[src/rtl/priority_inject_arbiter.sv]
// priority_inject_arbiter
// Collects one-cycle priority samples from N_REQ sensors into per-slot
// pending registers and offers the highest-priority pending slot to a
// valid/ready consumer. Ties go to the first pending slot at or above the
// round-robin pointer. Every pending slot that loses a grant ages by +1.
//
// Ports
//   clk        sole clock, rising edge
//   rst_n      asynchronous active-low reset
//   enable     1 = accept new samples from prio_in
//   prio_in    N_REQ packed samples, slice i = [i*PRIO_W +: PRIO_W], 0 = none
//   out_valid  grant offer valid (OFFER state)
//   out_ready  consumer accepts offer
//   out_id     granted slot index
//   out_prio   granted slot priority
//   pending    per-slot pending flags
//   drop_cnt   saturating count of samples discarded on busy slots
//
// state  | meaning
// IDLE   | waiting for any pending slot
// SELECT | pick winner, register out_id/out_prio
// OFFER  | out_valid high, hold offer until out_ready
module priority_inject_arbiter #(
  parameter int N_REQ  = 4,
  parameter int PRIO_W = 16
) (
  input  logic                       clk,
  input  logic                       rst_n,
  input  logic                       enable,
  input  logic [N_REQ*PRIO_W-1:0]    prio_in,
  output logic                       out_valid,
  input  logic                       out_ready,
  output logic [$clog2(N_REQ)-1:0]   out_id,
  output logic [PRIO_W-1:0]          out_prio,
  output logic [N_REQ-1:0]           pending,
  output logic [7:0]                 drop_cnt
);

  localparam int ID_W = $clog2(N_REQ);

  typedef logic [ID_W-1:0] id_t;
  typedef logic [ID_W:0]   idx_t;
  typedef enum logic [1:0] {IDLE, SELECT, OFFER} state_t;

  state_t              state_q, state_d;
  logic [N_REQ-1:0]    pend_q;
  logic [PRIO_W-1:0]   prio_q [N_REQ];
  id_t                 rr_ptr;

  logic                hs;
  logic [N_REQ-1:0]    rel, cap, drop;
  logic [3:0]          drop_num;
  logic [8:0]          drop_sum;
  logic [7:0]          drop_nxt;
  logic                win_found;
  id_t                 win_id;
  logic [PRIO_W-1:0]   win_prio;
  idx_t                idx;
  id_t                 rr_nxt;

  assign out_valid = (state_q == OFFER);
  assign hs        = out_valid && out_ready;
  assign pending   = pend_q;
  assign rr_nxt    = (out_id == id_t'(N_REQ - 1)) ? '0 : out_id + id_t'(1);

  // A slot being released on this edge may take a new sample immediately.
  always_comb begin
    rel      = '0;
    cap      = '0;
    drop     = '0;
    drop_num = '0;
    for (int i = 0; i < N_REQ; i++) begin
      rel[i]  = hs && (out_id == id_t'(i));
      cap[i]  = enable && (prio_in[i*PRIO_W +: PRIO_W] != '0) && (!pend_q[i] || rel[i]);
      drop[i] = enable && (prio_in[i*PRIO_W +: PRIO_W] != '0) && pend_q[i] && !rel[i];
      drop_num = drop_num + {3'b000, drop[i]};
    end
    drop_sum = {1'b0, drop_cnt} + {5'b00000, drop_num};
    drop_nxt = drop_sum[8] ? 8'hFF : drop_sum[7:0];
  end

  // Scan from rr_ptr upward with wrap; strict '>' keeps the first of equals.
  always_comb begin
    win_found = 1'b0;
    win_id    = '0;
    win_prio  = '0;
    idx       = '0;
    for (int k = 0; k < N_REQ; k++) begin
      idx = {1'b0, rr_ptr} + idx_t'(k);
      if (idx >= idx_t'(N_REQ)) idx = idx - idx_t'(N_REQ);
      if (pend_q[idx[ID_W-1:0]] && (!win_found || prio_q[idx[ID_W-1:0]] > win_prio)) begin
        win_found = 1'b1;
        win_id    = idx[ID_W-1:0];
        win_prio  = prio_q[idx[ID_W-1:0]];
      end
    end
  end

  always_comb begin
    state_d = state_q;
    case (state_q)
      IDLE:    if (|pend_q) state_d = SELECT;
      SELECT:  state_d = OFFER;
      OFFER:   if (out_ready) state_d = IDLE;
      default: state_d = IDLE;
    endcase
  end

  always_ff @(posedge clk or negedge rst_n) begin
    if (!rst_n) begin
      state_q  <= IDLE;
      pend_q   <= '0;
      rr_ptr   <= '0;
      out_id   <= '0;
      out_prio <= '0;
      drop_cnt <= '0;
      for (int i = 0; i < N_REQ; i++) prio_q[i] <= '0;
    end else begin
      state_q  <= state_d;
      drop_cnt <= drop_nxt;
      if (state_q == SELECT) begin
        out_id   <= win_id;
        out_prio <= win_prio;
      end
      if (hs) rr_ptr <= rr_nxt;
      for (int i = 0; i < N_REQ; i++) begin
        if (hs && pend_q[i] && !rel[i] && (prio_q[i] != '1))
          prio_q[i] <= prio_q[i] + 1'b1;
        if (rel[i]) pend_q[i] <= 1'b0;
        if (cap[i]) begin
          pend_q[i] <= 1'b1;
          prio_q[i] <= prio_in[i*PRIO_W +: PRIO_W];
        end
      end
    end
  end

endmodule

[config.mk]
export PLATFORM = sky130hd
export DESIGN_NAME = priority_inject_arbiter
export DESIGN_NICKNAME = d
export VERILOG_FILES = /design/src/rtl/priority_inject_arbiter.sv
export SDC_FILE = /design/constraint.sdc
export NUM_CORES = 1
export LEC_CHECK = 0
export CORE_MARGIN = 1
export CORE_UTILIZATION = 45
export DETAILED_ROUTE_END_ITERATION = 7
export DONT_BUFFER_PORTS = 1
export GPL_TIMING_DRIVEN = 0
export PLACE_DENSITY = 0.65
export SLEW_MARGIN = 20
export SYNTH_ARGS = -nofsm -noshare
export SYNTH_HDL_FRONTEND = slang
export SYNTH_SLANG_ARGS = --single-unit
[constraint.sdc]
create_clock -name clk -period 6.85 [get_ports clk]
set_clock_uncertainty 0.2 [all_clocks]
set_input_delay 1.37 -clock clk [delete_from_list [all_inputs] [get_ports clk]]
set_output_delay 1.37 -clock clk [all_outputs]
set_load 0.005 [all_outputs]
* After elaboration in Yosys (flattened, before gate mapping)
Cells that the tools add are included.
** Storage, ports and cells
- Flip-flop bits (word level) :: 98
- Latch bits :: 0
- RAM bits :: 0
- Memory bits (read-only) :: 0
- Input port bits :: 68
- Output and inout bits :: 31
- Word-level logic and storage cells :: 185
- Memories kept :: 0
** Cells by class
- Add/sub/neg operators :: 16
- $mul :: 0
- Div/mod/pow operators :: 0
- Magnitude comparators :: 15
- Equal/unequal tests :: 11
- Shift operators :: 0
- Multiplexer cells :: 56
- Bitwise logic cells :: 4
- Reductions and logical operators :: 70
** Operators with widths (number)
- 2-to-1 mux 16 bit :: 20
- binary-select mux 16 bit (select 2 bit) :: 4
- adder 16 x 1 -> 16 bit, second input constant :: 4
- != test 16 bit, second input constant :: 4
- nonzero test 16 bit :: 4
- > comparator 16 bit :: 3
- logical AND 1 bit :: 36
- 2-to-1 mux 2 bit :: 11
- >= comparator 3 bit, second input constant :: 7
- nonzero test 2 bit :: 8
- 2-to-1 mux 1 bit :: 15
- less-than comparator 2 x 3 -> 1 bit, second input constant :: 4
- inverter 2 -> 3 bit :: 4
- zero test 1 bit :: 11
- adder 8 x 4 -> 9 bit :: 1
- binary-select mux 1 bit (select 2 bit) :: 4
- 2-to-1 mux 8 bit :: 1
- subtractor 2 x 1 -> 2 bit, second input constant :: 4
- logical OR 1 bit :: 7
- adder 2 x 2 -> 3 bit, second input constant :: 2
- equality test 2 bit, second input constant :: 3
- case mux 2 bit (3 select lines) :: 1
- adder 3 x 1 -> 4 bit :: 1
- equality test 2 x 1 -> 1 bit, second input constant :: 2
- 10 further kinds :: 11

* Depth between registers and ports, before layout
Gate-level depths: netlist (run 1).
- Depth after elaboration :: 19
- Gate-level depth with buffers :: 38

* Worst setup path before layout (run 1)
OpenSTA, ideal clock, no wires.
- Path kind :: reg2reg
- Start :: register rr_ptr[1]
- End :: register out_id[0]
- Data arrival time :: 7.241 ns
- Data required time :: 6.555 ns
- Slack :: -0.686 ns
- Stages on the path, launching flop included :: 36
- Path through :: dfrtp_1 > buf_2 > clkbuf_1 > mux2_2 > o21ai_0 > inv_1 > ha_1 > nand4_2 > nor2_1 > or4_1 > o31a_1 > nor2b_4 > buf_6 > buf_8 > o22a_2 > ha_1 > nand4_1 > nor3_1 > a21boi_0 > nor4_1 > o22a_1 > buf_2 > buf_4 > a21boi_2 > inv_1 > ha_1 > and4_1 > and3_1 > a21boi_0 > o41ai_1 > a21o_1 > and2_1 > buf_2 > buf_2 > a32oi_1 > o31ai_1
** On the way
- Longest elaborated chain between the ends :: 19
- Elaborated cells between the ends (all ways) :: 61
** RTL lines
- from (decl) :: RTL line 48 : id_t rr_ptr;
- from (signal assigned) :: RTL line 125 : if (hs) rr_ptr <= rr_nxt;
- adder 2 x 1 -> 3 bit, or another cell as far along :: RTL line 89 : idx = {1'b0, rr_ptr} + idx_t'(k);
- >= comparator 3 bit, or another cell as far along :: RTL line 90 : if (idx >= idx_t'(N_REQ)) idx = idx - idx_t'(N_REQ);
- 2-to-1 mux 2 bit or inverter 2 -> 3 bit (tied branches) :: RTL line 90, 94
- inverter 2 -> 3 bit (implied by the code) or binary-select mux 16 bit (select 2 bit) (tied branches) :: RTL line 91, 94
- binary-select mux 16 bit (select 2 bit) or 2-to-1 mux 16 bit (tied branches) :: RTL line 91, 94
- 2-to-1 mux 16 bit (on tied branches) (2 in series) :: RTL line 91, 94
- > comparator 16 bit :: RTL line 91 : if (pend_q[idx[ID_W-1:0]] && (!win_found || prio_q[idx[ID_W-1:0]] > win_prio)) begin
- logical OR 1 bit :: RTL line 91
- [... 2 more ...]
- > comparator 16 bit or zero test 1 bit (tied branches) :: RTL line 91
- logical OR 1 bit :: RTL line 91
- logical AND 1 bit :: RTL line 91
- 2-to-1 mux 16 bit or 2-to-1 mux 1 bit (tied branches) :: RTL line 91
- > comparator 16 bit or zero test 1 bit (tied branches) :: RTL line 91
- logical OR 1 bit :: RTL line 91
- logical AND 1 bit :: RTL line 91
- 2-to-1 mux 2 bit (*) :: RTL line 91
- to (signal assigned) :: RTL line 122 : out_id <= win_id;
- to (decl) :: RTL line 33 : output logic [$clog2(N_REQ)-1:0] out_id,
Mark *: on every way between the ends. The rest lies on a longest branch, timed or not. The select of a mux whose other input is x is not followed.
A chain may end at the register's enable or synchronous reset.

* Final worst setup path (run 1)
Ends and elaborated chain as after synthesis.

==> results_dict.tcl, run 1 <==
set metrics [dict create \
    wl_per_cell_um 24.0 \
    endpoint_kind "register" \
    drv_slew 0 \
    synthAdderAreaFrac_pct 8.69 \
    syn_area_um2 8890 \
    grt_pass1_vias 8479 \
    hold_path_class "register to register" \
    worstSetupPathType "register to register" \
    grt_start_max_net_pins 99 \
    via_per_inst 6.53 \
    critical-path-max-stage-delay_ns 0.50 \
    syn_inst 1035 \
    synth_edf_count 0 \
    outcome "complete, but fails checks" \
    crit_buf_inv 8 \
    start_util_pct 45.8 \
    synth.largest_area_cell "dfrtp_1" \
    violations "setup timing" \
    synth_compound_area_share_pct 27.2 \
    worstMarginPinSlew_ns 0.979 \
    dieArea_um2 20300 \
    finalSetupViolations 18 \
    cp.arrival_ns 7.88 \
    synth_warnings 0 \
    yosysSeqAreaShare_pct 27.6 \
    dpl.hpwl_mm 24.3 \
    cts_root_buf "clkbuf_16" \
    dpl_cell_area_um2 9350 \
    ys.flop_type "dfrtp_1" \
    clock_path_buffers 2 \
    port_buffers 0 \
    cts_tree "done" \
    ys_types 77 \
    seq_area_um2 2450 \
    areaGrowthSynthToFinish_pct 28.3 \
    cts_sinks 98 \
    drcViolationCount 0 \
    setup_ws_ns -0.972 \
    coreArea_um2 19400 \
    cts_hold_buffers 0 \
    antenna_cells 0 \
    cts_made_buffers 9 \
    clk-insertion-delay-late_ns 0.37 \
    place_congestion 0.958 \
    antenna_found_initial 0 \
    top_usage_layer "met2" \
    hold_viol 0 \
    fillCellCount 1704 \
    muxShareOfSynthArea_pct 8.89 \
    synth-simple-area-share_pct 21.4 \
    drive_gt1_share_pct 26.3 \
    met3_usage_pct 6.39 \
    cts_htree_levels 3 \
    crit_slowest_cell "o41ai_4" \
    dp_slack_ns -1.82 \
    nets 1243 \
    cp-start-kind "register" \
    cap_viol_max_count 0 \
    grt-ovfl-total 0 \
    critPathRequiredTime_ns 6.91 \
    die_h_um 143 \
    syn_nets 1163 \
    grt_use_met1_pct 43.1 \
    wl_mm 33.2 \
    ys_ff_latch 98 \
    syn-mean-instance-area_um2 8.59 \
    crit_family "compound AO/OA/AOI/OAI gates" \
    fin_crit_sh_pct 114 \
    relSlewSlack_pct 34.7 \
    yosys.area.top_type_share_pct 27.6 \
    rows 51 \
    met2_usage_pct 52.2 \
    setup_tns_ns -16.37 \
    critPathMaxFanout 7 \
    die_w_um 143 \
    io_pins 99 \
    fmax_mhz 128 \
    clkTransAtPathRegs_ns 0.07 \
    via_count 9044 \
    synth_top_family_by_area "compound AO/OA/AOI/OAI gates" \
    drt-initial-drc-count 891 \
    ys_async_sr_fraction_pct 100 \
    synthXorXnorAreaFrac_pct 0.689 \
    firstDrtPassIters 5 \
    yosys-top-cells-area "dfrtp_1 (28%), ha_1 (8.0%), a221o_1 (6.6%)" \
    grtUsageTotal_pct 32.6 \
    ant_nets 0 \
    multi_input_area_um2 6940 \
    grt_pass1_wl_mm 49.2 \
    fin_area_um2 11400 \
    fin_crit_ns 7.82 \
    rsz0062_at_grt "yes" \
]
-- kinds of logic (layout without fill, tap and decap cells) --
family                   count (synthesis)  count (layout)
AND/OR/NAND/NOR                        363             363
multiplexers                            70              70
buffers and inverters                  116             201
adder cells (fa/ha/maj)                 60              60
AO/OA/AOI/OAI                          321             321
XOR/XNOR                                 7               7
flip-flops                              98              98
-- metrics by stage --
step	hold WS, ns	cells	util (%)
after global placement	0.256	1300	48.2
final	0.300	1385	58.8
after CTS	0.275	1357	55.1
after global routing	0.315	1385	58.8
after floorplan	0.238	1035	-
after detailed placement	0.262	1300	48.2
-- layout make-up --
type,instances,share of cell area [%]
Inverter,53,1.79
Multi-Input combinational cell,821,60.9
Tap cell,265,2.91
Clock inverter,6,0.735
Sequential cell,98,21.5
Buffer,60,4.11
Clock buffer,10,2.09
Timing Repair Buffer,72,6.01
-- routing by layer --
layer,wire length [um],share of wire (%)
met5,0,0
met4,1370,4.1
met3,2510,7.5
met2,15400,46
met1,14000,42
-- cells in the mapped netlist (6+ instances only) --
master / count
a31oi_1: 8
buf_1: 10
a21boi_0: 6
mux2i_1: 45
nor2b_1: 14
a22oi_1: 6
ha_1: 57
nand2_1: 120
o22a_1: 9
or2_2: 7
o31a_1: 7
inv_1: 51
buf_2: 20
and3_1: 22
and2_1: 15
and4_1: 8
a21oi_1: 41
nand3_1: 19
nand2b_1: 9
nor3_1: 23
a2111oi_0: 15
nor2_1: 39
clkbuf_1: 26
mux2_2: 19
o21ai_1: 8
a21boi_2: 9
a221o_1: 59
nor3b_1: 26
o21ai_0: 81
a21o_1: 9
nor4_1: 28
o211ai_1: 18
nand4_1: 12
dfrtp_1: 98
-- state kept, by name, indices dropped and copies added, names as in the netlist --
| name | cells |
|---|---|
| prio_q | 64 |
| state_q | 2 |
| rr_ptr | 2 |
| out_id | 2 |
| drop_cnt | 8 |
| out_prio | 16 |
| pending | 4 |
-- placed cells by master (no fill, tap or decap), types with 7 or more instances in the layout --
cell type    n
o22a_4      12
a21boi_4    11
nand2b_1     9
nor2_1      39
mux2i_4     22
o21ai_2     10
and2_1      14
buf_2       12
nor3_1      20
nand3_1     19
mux2i_1     20
nor2b_1     14
nand2_1    117
dfrtp_1     98
buf_4       60
a21oi_1     34
ha_1        37
o31a_1       7
a2111oi_1    7
a221o_1     59
o211ai_1    18
buf_6       12
a21oi_2      7
nor3b_1     26
inv_1       43
ha_4        20
buf_12       8
a31oi_1      8
nand4_1     12
and3_1      21
a2111oi_0    7
o21ai_1     12
nor4_1      26
a21o_1       8
inv_2        9
o21ai_0     66
mux2_2      14
clkbuf_16   12
clkbuf_1    16
-- worst paths after layout --
| check | endpoint | depth (start not counted) | slack [ns] | from |
|---|---|---|---|---|
| max | out_id[0] | 34 | -0.97 | rr_ptr[1] |
| max reg2reg | out_id[0] | 34 | -0.97 | rr_ptr[1] |
| min | state_q[0] | 1 | 0.30 | state_q[0] |
| max in group asynchronous | prio_q[31] | 0 | 5.79 | rst_n |
| min in group asynchronous | prio_q[5] | 0 | 0.49 | rst_n |
| min reg2reg | state_q[0] | 1 | 0.30 | state_q[0] |
-- repair_timing --
item	in CTS	in global routing
cloned	4	1
pin swaps	28	57
resized for setup	127	99
endpoints found under the setup margin	18	18
setup buffers	43	30
Power of run 1 is not shown: default switching activity piles up to over one toggle a cycle in this logic, so the estimate is an artifact.
==> run 2: changes to the inputs <==
--- a/config.mk
+++ b/config.mk
@@ -9,2 +9,3 @@
 export CORE_UTILIZATION = 45
+export CTS_CLUSTER_SIZE = 28
 export DETAILED_ROUTE_END_ITERATION = 7
--- a/constraint.sdc
+++ b/constraint.sdc
@@ -4,2 +4,2 @@
 set_output_delay 1.37 -clock clk [all_outputs]
-set_load 0.005 [all_outputs]
+set_load 0.05 [all_outputs]
==> results_dict.tcl, run 2 (same netlist as run 1, synthesis figures left out) <==
set metrics [dict create \
    critPathRequiredTime_ns 6.88 \
    grt_pass1_wl_mm 49.5 \
    largestRegisters "prio_q: 64 flops, out_prio: 16 flops, drop_cnt: 8 flops" \
    rrSetupSlack_ns -1.01 \
    clkTransAtPathRegs_ns 0.07 \
    rows 51 \
    hold_viol 0 \
    largest_reg_flops 64 \
    grtUsageTotal_pct 32.8 \
    nets 1227 \
    drive_gt1_share_pct 23.9 \
    regMostFlops "prio_q" \
    critPathMaxFanout 7 \
    grt_start_max_net_pins 99 \
    dpl.hpwl_mm 24.1 \
    port_buffers 0 \
    most-common-layout-cells "nand2_1 (117), dfrtp_1 (93), o21ai_0 (73)" \
    cts_tree "done" \
    relSlewSlack_pct 33.1 \
    fin_crit_sh_pct 115 \
    cts_root_buf "clkbuf_16" \
    via_count 9033 \
    outcome "complete, but fails checks" \
    cp_common_cell "buf_6" \
    worstSetupPathType "register to register" \
    antenna_found_initial 0 \
    crit_family "compound AO/OA/AOI/OAI gates" \
    finalSetupViolations 18 \
    areaGrowthSynthToFinish_pct 23.4 \
    ant_nets 0 \
    cp-start-kind "register" \
    hold_path_class "register to register" \
    dieArea_um2 20300 \
    crit_slowest_cell "or4_4" \
    fin_crit_ns 7.86 \
    endpoint_kind "register" \
    place_congestion 1.05 \
    die_w_um 143 \
    violations "DRC, setup timing" \
    critical-path-max-stage-delay_ns 0.55 \
    grt_pass1_vias 8631 \
    grt-ovfl-total 0 \
    coreArea_um2 19400 \
    final_util_pct 56.6 \
    cts_sinks 98 \
    cp.arrival_ns 7.90 \
    clk-insertion-delay-late_ns 0.37 \
    io_pins 99 \
    die_h_um 143 \
    fmax_mhz 127 \
    via_per_inst 6.60 \
    crit_buf_inv 10 \
    wl_mm 32.7 \
    antenna_cells 0 \
    firstDrtPassIters 8 \
    drv_slew 0 \
    setup_ws_ns -1.01 \
    start_util_pct 45.8 \
    drt-initial-drc-count 923 \
    clock_path_buffers 2 \
    worstMarginPinSlew_ns 1.00 \
    rsz0062_at_grt "yes" \
    drcViolationCount 2 \
    cts_htree_levels 3 \
    layout_commonest_cell "nand2_1" \
    wl_per_cell_um 23.9 \
    cap_viol_max_count 0 \
    cts_made_buffers 9 \
]
[run 2: changes by cell type in the layout (fill, tap and decap cells not counted), moves of 6 or more]
cell / previous run / this run
mux2i_4: 22 / 14
a2111oi_0: 7 / 0
o21ai_2: 10 / 3
o21ai_0: 66 / 73
a2111oi_2: 0 / 10
buf_4: 60 / 43
mux2i_1: 20 / 28
o22a_4: 12 / 6
[run 2: repair_timing]
| item | in CTS | in global routing |
|---|---|---|
| resized for setup | 88 | 75 |
| cloned | 2 | 1 |
| setup endpoints to repair | 18 | 18 |
| pin swaps | 19 | 37 |
| hold buffers | 0 | 0 |
| setup buffers | 40 | 18 |
[run 2: area by class of cell]
type,count,area [um^2]
clock inverter,6,90.1
sequential,98,2460
buffer,59,422
inverter,53,199
tap,265,332
timing repair buffer,57,557
fill,1771,8420
multi-input combinational,821,6690
clock buffer,10,229
[run 2: per-layer routing]
layer	track usage [%]	vias to the layer above	wire (um)
li1	-	4084	-
met1	43.4	4356	13500
met2	49.8	477	14400
met3	7.87	116	3060
met4	16.2	0	1700
met5	0	-	0
[run 2: per-stage QoR]
step	instances	area [um^2]	TNS (ns)	setup slack [ns]	hold WS (ns)
6_report	1369	11000	-17.00	-1.01	0.281
5_1_grt	1369	11000	-20.07	-1.17	0.312
3_5_place_dp	1300	9440	-34.52	-2.05	0.267
4_1_cts	1353	10500	-17.17	-1.01	0.279
2_1_floorplan	1035	9110	-1.48	-0.151	0.238
3_3_place_gp	1300	9440	-34.74	-2.06	0.262
[run 2: path summary, 6_finish.rpt]
path                       cells past startpoint          end       start
min in group asynchronous                      0    prio_q[5]       rst_n
hold / removal                                 1   state_q[0]  state_q[0]
hold reg to reg                                1   state_q[0]  state_q[0]
max in group asynchronous                      0  out_prio[5]       rst_n
setup reg to reg                              36  out_prio[4]   rr_ptr[1]
setup / recovery                              36  out_prio[4]   rr_ptr[1]
Power of run 2 is left out for the same reason.
==> run 3: changes to the inputs <==
- ABC_AREA: default -> 1
==> results_dict.tcl, run 3 <==
set metrics [dict create \
    seq_area_um2 2460 \
    multi_input_area_um2 5750 \
    yosysSeqAreaShare_pct 27.7 \
    fillCellCount 2068 \
    most-common-layout-cells "nand2_1 (448), inv_1 (133), o21ai_0 (122)" \
    synth.most_common_cell "nand2_1" \
    worstSetupPathType "register to register" \
    grt-ovfl-total 0 \
    crit_family "simple AND/OR/NAND/NOR gates" \
    yosys.area.top_type_share_pct 27.7 \
    clk-insertion-delay-late_ns 0.37 \
    yosys-top-cells-area "dfrtp_1 (28%), nand2_1 (19%), o21ai_0 (8.5%)" \
    grt_pass1_vias 8621 \
    final_util_pct 51.5 \
    met2_usage_pct 47.3 \
    fin_crit_ns 6.46 \
    layout_commonest_cell "nand2_1" \
    grtUsageTotal_pct 30.7 \
    syn-mean-instance-area_um2 6.57 \
    largestRegisters "prio_q: 64 flops, out_prio: 16 flops, drop_cnt: 8 flops" \
    ys_async_sr_fraction_pct 100 \
    firstDrtPassIters 6 \
    drv_slew 0 \
    relSlewSlack_pct 54.9 \
    worstMarginPinSlew_ns 0.677 \
    setup_ws_ns 0.386 \
    via_count 9332 \
    cts_hold_buffers 0 \
    grt_start_max_net_pins 99 \
    cts_sinks 98 \
    coreArea_um2 19000 \
    port_buffers 0 \
    grt_pass1_wl_mm 46.9 \
    cp-start-kind "register" \
    io_pins 99 \
    rows 50 \
    start_util_pct 46.6 \
    ys_types 38 \
    synth_edf_count 0 \
    drive_gt1_share_pct 6.98 \
    cp_common_cell "nand2_1" \
    regMostFlops "prio_q" \
    hold_path_class "register to register" \
    critPathRequiredTime_ns 6.91 \
    areaGrowthSynthToFinish_pct 10.5 \
    clock_path_buffers 2 \
    synth.largest_area_cell "dfrtp_1" \
    ys.flop_type "dfrtp_1" \
    syn_nets 1476 \
    fin_crit_sh_pct 94.4 \
    wl_mm 30.3 \
    drcViolationCount 0 \
    via_per_inst 5.70 \
    cts_htree_levels 3 \
    ys_ff_latch 98 \
    wl_per_cell_um 18.5 \
    crit_slowest_cell "clkbuf_1" \
    outcome "complete, no violations" \
    cts_tree "done" \
    antenna_found_initial 0 \
    die_h_um 142 \
    critPathMaxFanout 10 \
    dpl_cell_area_um2 9190 \
    hold_viol 0 \
    fin_area_um2 9800 \
    die_w_um 142 \
    synth_warnings 0 \
    largest_reg_flops 64 \
    synth_common_cells "nand2_1 (454), o21ai_0 (150), inv_1 (135), nand3_1 (100), dfrtp_1 (98)" \
    dpl.hpwl_mm 24.2 \
    grt_use_met1_pct 42.8 \
    finalSetupViolations 0 \
    endpoint_kind "register" \
    dp_slack_ns -1.10 \
    critical-path-max-stage-delay_ns 0.40 \
    clkTransAtPathRegs_ns 0.07 \
    top_usage_layer "met2" \
    cp.arrival_ns 6.52 \
    crit_buf_inv 10 \
    dieArea_um2 20300 \
    cap_viol_max_count 0 \
    syn_inst 1348 \
    met3_usage_pct 5.05 \
    cts_root_buf "clkbuf_16" \
    fmax_mhz 155 \
    setup_tns_ns 0 \
    cts_made_buffers 9 \
    drt-initial-drc-count 824 \
    ant_nets 0 \
    syn_area_um2 8860 \
    place_congestion 1.01 \
    antenna_cells 0 \
    nets 1499 \
]
[run 3: changes by cell type in the layout (fill, tap and decap cells not counted), sizes merged, moves of 43 or more]
cell   change
a221o     -59
o21ai     +62
buf       -49
mux2i     -43
inv       +80
nand2    +335
nand3     +79
[run 3: metal layers]
metal | part of all wire, % | wire length (um) | vias up
li1 | - | - | 4527
met1 | 45 | 13700 | 4372
met2 | 43 | 13100 | 374
met3 | 8.1 | 2460 | 59
met4 | 3.3 | 1010 | 0
met5 | 0 | 0 | -
[run 3: through the flow]
step	hold WS [ns]	instances
after floorplan	0.208	1348
after global placement	0.218	1608
after detailed placement	0.221	1608
after CTS	0.231	1623
after global routing	0.260	1636
final	0.229	1636
[run 3: final cells by class]
cell class                      count  share of cell area, %
Buffer                             54                   3.36
Sequential cell                    98                   25.1
Inverter                          136                   5.29
Clock inverter                      4                  0.358
Clock buffer                       12                   2.62
Timing Repair Buffer               14                   1.30
Multi-Input combinational cell   1058                   58.7
Tap cell                          260                   3.32
[run 3: logic make-up after synthesis]
family / count (synthesis) / synth area share, %
flops: 98 / 27.7
mux: 3 / 0.339
fa+ha+maj: 60 / 8.73
compound gates: 245 / 16.1
xor+xnor: 55 / 5.52
simple gates: 695 / 33.2
buf+inv: 192 / 8.42
[run 3: worst register-to-register path: cells and delay by family, from the launching register on]
| family | cells | cell delay [ns] |
|---|---|---|
| and+or+nand+nor | 30 | 2.77 |
| adders and majority gates | 3 | 0.88 |
| AOI/OAI and AO/OA | 4 | 0.63 |
| buffers and inverters | 10 | 1.50 |
| DFF | 1 | 0.39 |
[run 3: worst paths after layout]
path	from	endpoint	slack, ns	cells past startpoint
min reg2reg	state_q[0]	state_q[0]	0.23	1
max reg2reg	rr_ptr[0]	out_prio[14]	0.39	47
max	rr_ptr[0]	out_prio[14]	0.39	47
max in group asynchronous	rst_n	rr_ptr[0]	5.72	0
min	state_q[0]	state_q[0]	0.23	1
min in group asynchronous	rst_n	prio_q[54]	0.49	0
[run 3: repair_timing]
action / 4_1_cts / 5_1_grt
endpoints found under the hold margin: 0 / 0
setup buffers: 1 / 11
resized for setup: 30 / 105
pin swaps: 1 / 12
cloned: 0 / 2
setup endpoints to repair: 18 / 18
Power of run 3 is left out for the same reason.
